[src/rtl/dwa_element_scheduler.sv]
// Element scheduler for a 6-element unit-cell DAC: each accepted beta code becomes a
// registered enable word, either a thermometer fill or a rotating DWA selection.
module dwa_element_scheduler #(
    parameter int         N_ELEM   = 6,
    parameter logic [2:0] PTR_INIT = 3'd0
) (
    input  logic       clk,
    input  logic       rst,
    input  logic       s_valid,
    input  logic [2:0] s,
    input  logic       dwa_en,
    output logic [5:0] DataOut,
    output logic       out_valid,
    output logic [2:0] ptr,
    output logic       err,
    output logic [7:0] err_cnt
);

    // Handshake: no backpressure. A code is taken on every rising edge with s_valid=1
    // (unless rst=1), and out_valid marks the cycle in which its result is on DataOut.

    logic [2:0] r_ptr;
    logic [5:0] r_data;
    logic       r_valid;
    logic       r_err;
    logic [7:0] r_err_cnt;
    logic       r_mode;

    logic       w_illegal;
    logic [2:0] w_base;
    logic [3:0] w_sum;
    logic [2:0] w_ptr_next;
    logic [5:0] w_therm;
    logic [5:0] w_rot;

    assign w_illegal = (s == 3'd7);

    // The mode register only changes on legal codes, so after any static sample
    // the next DWA selection starts at PTR_INIT.
    assign w_base = r_mode ? r_ptr : PTR_INIT;

    assign w_sum      = {1'b0, w_base} + {1'b0, s};
    assign w_ptr_next = 3'((w_sum >= 4'(N_ELEM)) ? (w_sum - 4'(N_ELEM)) : w_sum);

    always_comb begin
        w_therm = '0;
        w_rot   = '0;
        for (int j = 0; j < N_ELEM; j++) begin
            int d;
            w_therm[j] = (j < int'(s));
            // Distance of element j ahead of the base pointer, modulo N_ELEM.
            d = j + N_ELEM - int'(w_base);
            if (d >= N_ELEM) d = d - N_ELEM;
            w_rot[j] = (d < int'(s));
        end
    end

    always_ff @(posedge clk) begin
        if (rst) begin
            r_ptr     <= PTR_INIT;
            r_data    <= '0;
            r_valid   <= 1'b0;
            r_err     <= 1'b0;
            r_err_cnt <= '0;
            r_mode    <= 1'b0;
        end else begin
            r_valid <= s_valid;
            r_err   <= s_valid && w_illegal;
            if (s_valid) begin
                if (w_illegal) begin
                    r_data <= '0;
                    if (r_err_cnt != 8'hFF) r_err_cnt <= r_err_cnt + 8'd1;
                end else if (dwa_en) begin
                    r_data <= w_rot;
                    r_ptr  <= w_ptr_next;
                    r_mode <= 1'b1;
                end else begin
                    r_data <= w_therm;
                    r_ptr  <= PTR_INIT;
                    r_mode <= 1'b0;
                end
            end
        end
    end

    assign DataOut   = r_data;
    assign out_valid = r_valid;
    assign ptr       = r_ptr;
    assign err       = r_err;
    assign err_cnt   = r_err_cnt;

endmodule

[config.mk]
export PLATFORM = sky130hd
export DESIGN_NAME = dwa_element_scheduler
export DESIGN_NICKNAME = d
export VERILOG_FILES = /design/src/rtl/dwa_element_scheduler.sv
export SDC_FILE = /design/constraint.sdc
export NUM_CORES = 1
export LEC_CHECK = 0
export BUFFER_PORTS_ARGS = -buffer_cell sky130_fd_sc_hd__buf_2
export CORE_MARGIN = 5
export CORE_UTILIZATION = 30
export DETAILED_ROUTE_END_ITERATION = 10
export PLACE_DENSITY = 0.54
export SYNTH_ARGS = -nofsm -noshare
export SYNTH_HDL_FRONTEND = slang
export SYNTH_SLANG_ARGS = --single-unit
[constraint.sdc]
create_clock -name clk -period 6.1 [get_ports clk]
set_clock_uncertainty 0.05 [all_clocks]
set_input_delay 0.305 -clock clk [delete_from_list [all_inputs] [get_ports clk]]
set_output_delay 0.305 -clock clk [all_outputs]
set_load 0.05 [all_outputs]
Word level (Yosys, flattened, before mapping). Cells that the tools add are included.

Bits in registers: 20. Latch bits: 0. RAM bits: 0. Memory bits (read-only): 0. Input port bits: 7. Output and inout port bits: 19. Word-level logic and storage cells: 58. Memories: 0.

Add/subtract/negate cells: 15. $mul: 0. Divide/modulo/power cells: 0. Magnitude comparators: 19. Equal/unequal tests: 2. Shifts and indexed selects: 0. Multiplexer cells: 12. Bitwise operators: 1. Reductions and logical operators: 3.

Operators by type and width (number): 32-bit by 4-bit < comparator with 1-bit output (6); 32-bit two-way mux (6); 5-bit by 4-bit subtractor with 6-bit output, second input constant (4); 5-bit by 4-bit >= comparator with 1-bit output, second input constant (4); 4-bit by 3-bit subtractor with 5-bit output, first input constant (4); 6-bit two-way mux (2); 4-bit by 4-bit subtractor with 5-bit output, second input constant (2); 3-bit two-way mux (3); 8-bit by 1-bit adder with 8-bit output, second input constant (1); 4-bit >= comparator, second input constant (2); 8-bit != test, second input constant (1); 3-bit by 3-bit subtractor with 4-bit output, first input constant (2); 1-bit by 3-bit < comparator with 1-bit output, first input constant (2); 2-bit by 3-bit < comparator with 1-bit output, first input constant (2); 3-bit < comparator, first input constant (2); 3-bit by 3-bit adder with 4-bit output (1); 4-bit by 3-bit >= comparator with 1-bit output, second input constant (1); 3-bit equality test, second input constant (1); 3-bit AND reduction (1); 3-bit subtractor, second input constant (1); 2-bit AND reduction (1); 1-bit logical AND (1); 1-bit two-way mux (1); 1-bit NOT (1).

Depth between registers and ports, before layout.
Word-level depth: 7. Depth in mapped cells: 17. Mapped depth without buffers: 14.

Least setup slack after synthesis. No wires, ideal clock.

Path kind: register to register. Start point: register r_ptr[1], in the netlist ptr[1]. End point: register r_data[0], in the netlist DataOut[0]. Data arrival time: 3.639 ns. Path slack: 2.325 ns. Stages on the path, launching flop included: 17. Path buffers: 3. Clock period less this slack: 3.775 ns. Path through: dfxtp_1 -> buf_4 -> nand2_1 -> ha_1 -> clkbuf_1 -> inv_1 -> ha_1 -> inv_1 -> ha_1 -> clkbuf_1 -> nor2_1 -> a21oi_1 -> nor2b_1 -> a221o_1 -> ha_1 -> a221o_1 -> a221oi_2.

Cells in the longest elaborated chain, start to end: 7. Elaborated cells between the ends (all ways): 8. Those cells by class: add/sub (2); order compare (2); mux (4).

Ends and longest elaborated chain: from (decl) (line 22) `logic [2:0] r_ptr;`; from (signal assigned) (line 75) `r_ptr <= w_ptr_next;`; 3-bit two-way mux (*) (line 40) `assign w_base = r_mode ? r_ptr : PTR_INIT;`; 3-bit by 3-bit subtractor with 4-bit output (*) (line 52) `d = j + N_ELEM - int'(w_base);`; 4-bit by 4-bit subtractor with 5-bit output / 4-bit >= comparator (equally long branches) (line 53) `if (d >= N_ELEM) d = d - N_ELEM;`; 32-bit two-way mux (*) (line 53); 32-bit by 4-bit < comparator with 1-bit output (*) (line 54) `w_rot[j] = (d < int'(s));`; 6-bit two-way mux (*) (line 73) `end else if (dwa_en) begin`; 6-bit two-way mux (*) (line 70) `if (w_illegal) begin`; to (signal assigned) (line 74) `r_data <= w_rot;`; to (signal assigned) (line 78) `r_data <= w_therm;`; to (decl) (line 23) `logic [5:0] r_data;`.

Every way passes the cells marked *; elsewhere a longest branch is shown, timed or not. A chain may end at the register's enable or synchronous reset.

Worst setup path after layout. Ends and elaborated chain as after synthesis.

==> flow_results.xml <==
<?xml version="1.0" encoding="UTF-8"?>
<metrics>
  <group name="synth">
    <metric name="ys_types" unit="">48</metric>
    <metric name="largest_cells_by_area_after_synthesis" unit="">sky130_fd_sc_hd__dfxtp_1 (21%), sky130_fd_sc_hd__ha_1 (18%), sky130_fd_sc_hd__a21oi_1 (5.6%), sky130_fd_sc_hd__xnor2_1 (5.6%), sky130_fd_sc_hd__nor2_1 (4.0%)</metric>
    <metric name="post_synth.cell_area_avg" unit="µm²">7.75</metric>
    <metric name="synth_top_cell_area_share" unit="%">21.3</metric>
    <metric name="post_synthesis_async_set_or_reset_flop_share" unit="%">0</metric>
    <metric name="synth-edff-count" unit="">0</metric>
    <metric name="synth-seq-area-share" unit="%">21.3</metric>
    <metric name="synth_top_flop_cell" unit="">sky130_fd_sc_hd__dfxtp_1</metric>
    <metric name="synth_fp_nets" unit="">276</metric>
    <metric name="synth.cell_area" unit="µm²">1880</metric>
    <metric name="post-synth-top-area-cell" unit="">sky130_fd_sc_hd__dfxtp_1</metric>
    <metric name="ys_seq_elements" unit="">20</metric>
    <metric name="synthesis.yosys.warnings" unit="">0</metric>
    <metric name="syn_inst" unit="">242</metric>
  </group>
  <group name="global_routing">
    <metric name="wire_length_of_the_first_global_routing_pass" unit="mm">7.98</metric>
    <metric name="grt_antenna_before_repair" unit="">0</metric>
    <metric name="grt_start_max_net_pins" unit="">21</metric>
    <metric name="grt_pass1_vias" unit="">1670</metric>
    <metric name="grt_overflow" unit="">0</metric>
    <metric name="grtUsageTotal" unit="%">12.5</metric>
  </group>
  <group name="cells_and_area">
    <metric name="drive_gt1_share" unit="%">13.3</metric>
    <metric name="layout_commonest_cell" unit="">sky130_fd_sc_hd__ha_1</metric>
    <metric name="mostFrequentLayoutCells" unit="">sky130_fd_sc_hd__ha_1 (27), sky130_fd_sc_hd__buf_2 (25), sky130_fd_sc_hd__a21oi_1 (21), sky130_fd_sc_hd__dfxtp_1 (20), sky130_fd_sc_hd__nor2_1 (20)</metric>
    <metric name="final_util" unit="%">34.3</metric>
    <metric name="finish.net_count" unit="">291</metric>
    <metric name="layout.filler_cells" unit="">645</metric>
    <metric name="flow.area_growth_from_synthesis" unit="%">9.41</metric>
    <metric name="diodes" unit="">0</metric>
  </group>
  <group name="worst_hold_path">
    <metric name="min_from" unit="">s[2]</metric>
    <metric name="holdPathEnd" unit="">err$_SDFF_PP0_</metric>
    <metric name="min_path_cells" unit="">3</metric>
    <metric name="type_of_the_tightest_min_delay_check" unit="">primary input to flop</metric>
  </group>
  <group name="detailed_routing">
    <metric name="ant_nets" unit="">0</metric>
    <metric name="detailedRoute.firstPassIterationCount" unit="">4</metric>
    <metric name="detail_route.iter0.violations" unit="">109</metric>
    <metric name="route.final.wire_length" unit="mm">4.74</metric>
    <metric name="wl_per_cell" unit="µm">14.4</metric>
    <metric name="post_drt_via_cell_ratio" unit="">5.20</metric>
    <metric name="post-route-drc-count" unit="">0</metric>
    <metric name="via_count" unit="">1715</metric>
  </group>
  <group name="timing">
    <metric name="clock.fmax" unit="GHz">0.267</metric>
    <metric name="final_hold_viol_count" unit="">0</metric>
    <metric name="whs" unit="ns">0.384</metric>
    <metric name="layout_min_cycle_time" unit="ns">3.75</metric>
    <metric name="timing_max_transition_violations_final" unit="">0</metric>
    <metric name="setup_violations" unit="">0</metric>
    <metric name="worstMarginPinSlew" unit="ns">0.638</metric>
    <metric name="tns" unit="ns">0</metric>
    <metric name="relSlewSlack" unit="%">57.2</metric>
    <metric name="finalCritPeriodShare" unit="%">61.5</metric>
    <metric name="setup_repair_after_global_routing_missed_its_margin" unit="">false</metric>
    <metric name="final_worst_setup_slack" unit="ns">2.35</metric>
  </group>
  <group name="placement">
    <metric name="dp_worst_setup_slack" unit="ns">2.43</metric>
    <metric name="place.detailed.hpwl" unit="mm">3.51</metric>
    <metric name="gpl.final_weighted_congestion" unit="">0.760</metric>
    <metric name="buffer_ports.inserted" unit="">25</metric>
  </group>
  <group name="clocking">
    <metric name="tritoncts" unit="">built</metric>
    <metric name="clk_root_buffer_cell" unit="">sky130_fd_sc_hd__clkbuf_8</metric>
    <metric name="clock_sink_count" unit="">20</metric>
    <metric name="post_cts_buffers" unit="">0</metric>
    <metric name="cts_max_path_buffers" unit="">2</metric>
    <metric name="worst_setup_hold_path_clk_slew" unit="ns">0.07</metric>
    <metric name="count_of_hold_fix_buffers_inserted_at_cts" unit="">0</metric>
    <metric name="cts.repair.resized" unit="">0</metric>
    <metric name="cts_made_buffers" unit="">3</metric>
    <metric name="cts_htree_levels" unit="">1</metric>
    <metric name="worst_skew_pair.late_latency" unit="ns">0.26</metric>
  </group>
  <group name="pwr">
    <metric name="peakVddDrop" unit="mV">0.0848</metric>
    <metric name="power.leakage" unit="µW">0.000906</metric>
    <metric name="power_per_cell_area" unit="nW/µm²">143</metric>
  </group>
  <group name="worst_setup_path">
    <metric name="path_cells" unit="">nand2_1 -&gt; ha_1 -&gt; inv_1 -&gt; ha_1 -&gt; inv_1 -&gt; ha_1 -&gt; nor2_1 -&gt; a21oi_1 -&gt; nor2b_1 -&gt; a221o_1 -&gt; ha_1 -&gt; a221o_1 -&gt; a221oi_2</metric>
    <metric name="cp.required" unit="ns">6.22</metric>
    <metric name="r2r_cells" unit="">13</metric>
    <metric name="worst-r2r-setup-slack" unit="ns">2.35</metric>
    <metric name="cp.arrival" unit="ns">3.87</metric>
    <metric name="cpMostUsedCell" unit="">sky130_fd_sc_hd__ha_1</metric>
    <metric name="crit_path_top_delay_cell" unit="">sky130_fd_sc_hd__dfxtp_1</metric>
    <metric name="timing_worst_setup_path_type" unit="">flop to flop</metric>
    <metric name="critPathCaptureType" unit="">flop</metric>
    <metric name="crit_path_start_kind" unit="">flop</metric>
    <metric name="timing.critical_path.from" unit="">ptr[1]$_SDFFE_PP0P_</metric>
    <metric name="path_max_fanout" unit="">12</metric>
    <metric name="crit_path_max_incr_delay" unit="ns">0.56</metric>
    <metric name="r2r_start" unit="">ptr[1]$_SDFFE_PP0P_</metric>
    <metric name="crit-reg2reg-capture" unit="">DataOut[0]$_SDFFE_PP0P_</metric>
  </group>
  <group name="floorplanning">
    <metric name="coreArea" unit="µm²">5990</metric>
    <metric name="io_pins" unit="">26</metric>
    <metric name="chipWidth" unit="µm">89.1</metric>
    <metric name="die-height" unit="µm">89.1</metric>
    <metric name="dieArea" unit="µm²">7930</metric>
    <metric name="rows" unit="">28</metric>
    <metric name="starting_density_of_the_core" unit="%">31.3</metric>
  </group>
  <group name="status">
    <metric name="status" unit="">finished clean</metric>
  </group>
  <group name="run">
    <metric name="count_of_max_cap_constraint_violations" unit="">0</metric>
  </group>
</metrics>
[cell usage after synthesis, types with 2 or more instances]
master	number
sky130_fd_sc_hd__o2111ai_1	2
sky130_fd_sc_hd__a21oi_1	21
sky130_fd_sc_hd__a21o_1	4
sky130_fd_sc_hd__buf_6	2
sky130_fd_sc_hd__o221ai_1	2
sky130_fd_sc_hd__o21a_1	7
sky130_fd_sc_hd__o21ai_0	10
sky130_fd_sc_hd__o211ai_1	2
sky130_fd_sc_hd__ha_1	27
sky130_fd_sc_hd__xnor2_1	12
sky130_fd_sc_hd__dfxtp_1	20
sky130_fd_sc_hd__inv_1	18
sky130_fd_sc_hd__clkbuf_1	9
sky130_fd_sc_hd__a221o_1	2
sky130_fd_sc_hd__nand3_1	8
sky130_fd_sc_hd__nand4_1	3
sky130_fd_sc_hd__buf_4	3
sky130_fd_sc_hd__nor2_1	20
sky130_fd_sc_hd__nor3_1	11
sky130_fd_sc_hd__and2_1	3
sky130_fd_sc_hd__nand2_1	15
sky130_fd_sc_hd__nand2b_1	6
sky130_fd_sc_hd__or3_1	2
sky130_fd_sc_hd__nor2b_1	9
[how the worst max path moves through the flow]
stage,cells past startpoint,end
2_1_floorplan,16,DataOut[0]$_SDFFE_PP0P_
3_3_place_gp,13,DataOut[0]$_SDFFE_PP0P_
3_5_place_dp,13,DataOut[0]$_SDFFE_PP0P_
4_1_cts,13,DataOut[0]$_SDFFE_PP0P_
5_1_grt,13,DataOut[0]$_SDFFE_PP0P_
6_report,13,DataOut[0]$_SDFFE_PP0P_
[logic make-up (layout without fill, tap and decap cells)]
| logic type | Yosys count | after routing | synth area share [%] |
|---|---|---|---|
| AOI/OAI and AO/OA | 64 | 64 | 23.1 |
| and+or+nand+nor | 83 | 83 | 22.4 |
| xor gates and xnor gates | 13 | 13 | 6.07 |
| DFF | 20 | 20 | 21.3 |
| adders and majority gates | 27 | 27 | 18.0 |
| buffers and inverters | 34 | 47 | 8.54 |
| muxes | 1 | 1 | 0.534 |
[report_power, final]
group          leakage [µW]  internal [µW]  switching (µW)
registers          0.000163            135            4.11
clock network     0.0000216           44.0            43.6
logic              0.000721           20.9            45.5
[cell type report]
| class | count | area, µm² | area share [%] |
|---|---|---|---|
| Inverter | 19 | 76.3 | 3.72 |
| Multi-Input combinational cell | 188 | 1320 | 64.1 |
| Clock buffer | 3 | 41.3 | 2.01 |
| Tap cell | 75 | 93.8 | 4.57 |
| Timing Repair Buffer | 25 | 125 | 6.10 |
| Sequential cell | 20 | 400 | 19.5 |
[critical path: cells and delay by family (launching register included)]
kind,cells,cell delay (ns)
flops,1,0.56
buf+inv,2,0.24
simple gates,3,0.47
compound gates,4,0.97
fa+ha+maj,4,1.36
[metrics by stage]
step | power, µW | instances | area [µm²]
floorplan | 192 | 242 | 1880
finish | 293 | 330 | 2050
detailed placement | 209 | 327 | 2010
CTS | 299 | 330 | 2050
global route | 312 | 330 | 2050
global placement | 209 | 327 | 2010
[sequential cells by signal (all words and copies together) (netlist names)]
| signal | count |
|---|---|
| DataOut | 6 |
| err_cnt | 8 |
| err | 1 |
| r_mode | 1 |
| out_valid | 1 |
| ptr | 3 |
[per-layer routing]
| metal | track usage, % | share of wire, % | vias to the layer above |
|---|---|---|---|
| met2 | 20.6 | 45 | 43 |
| met5 | 0 | 0 | - |
| li1 | - | - | 880 |
| met4 | 3.38 | 1.4 | 0 |
| met3 | 1.66 | 4.3 | 6 |
| met1 | 17.3 | 49 | 786 |
No activity file was read; power rests on OpenSTA's default activity.
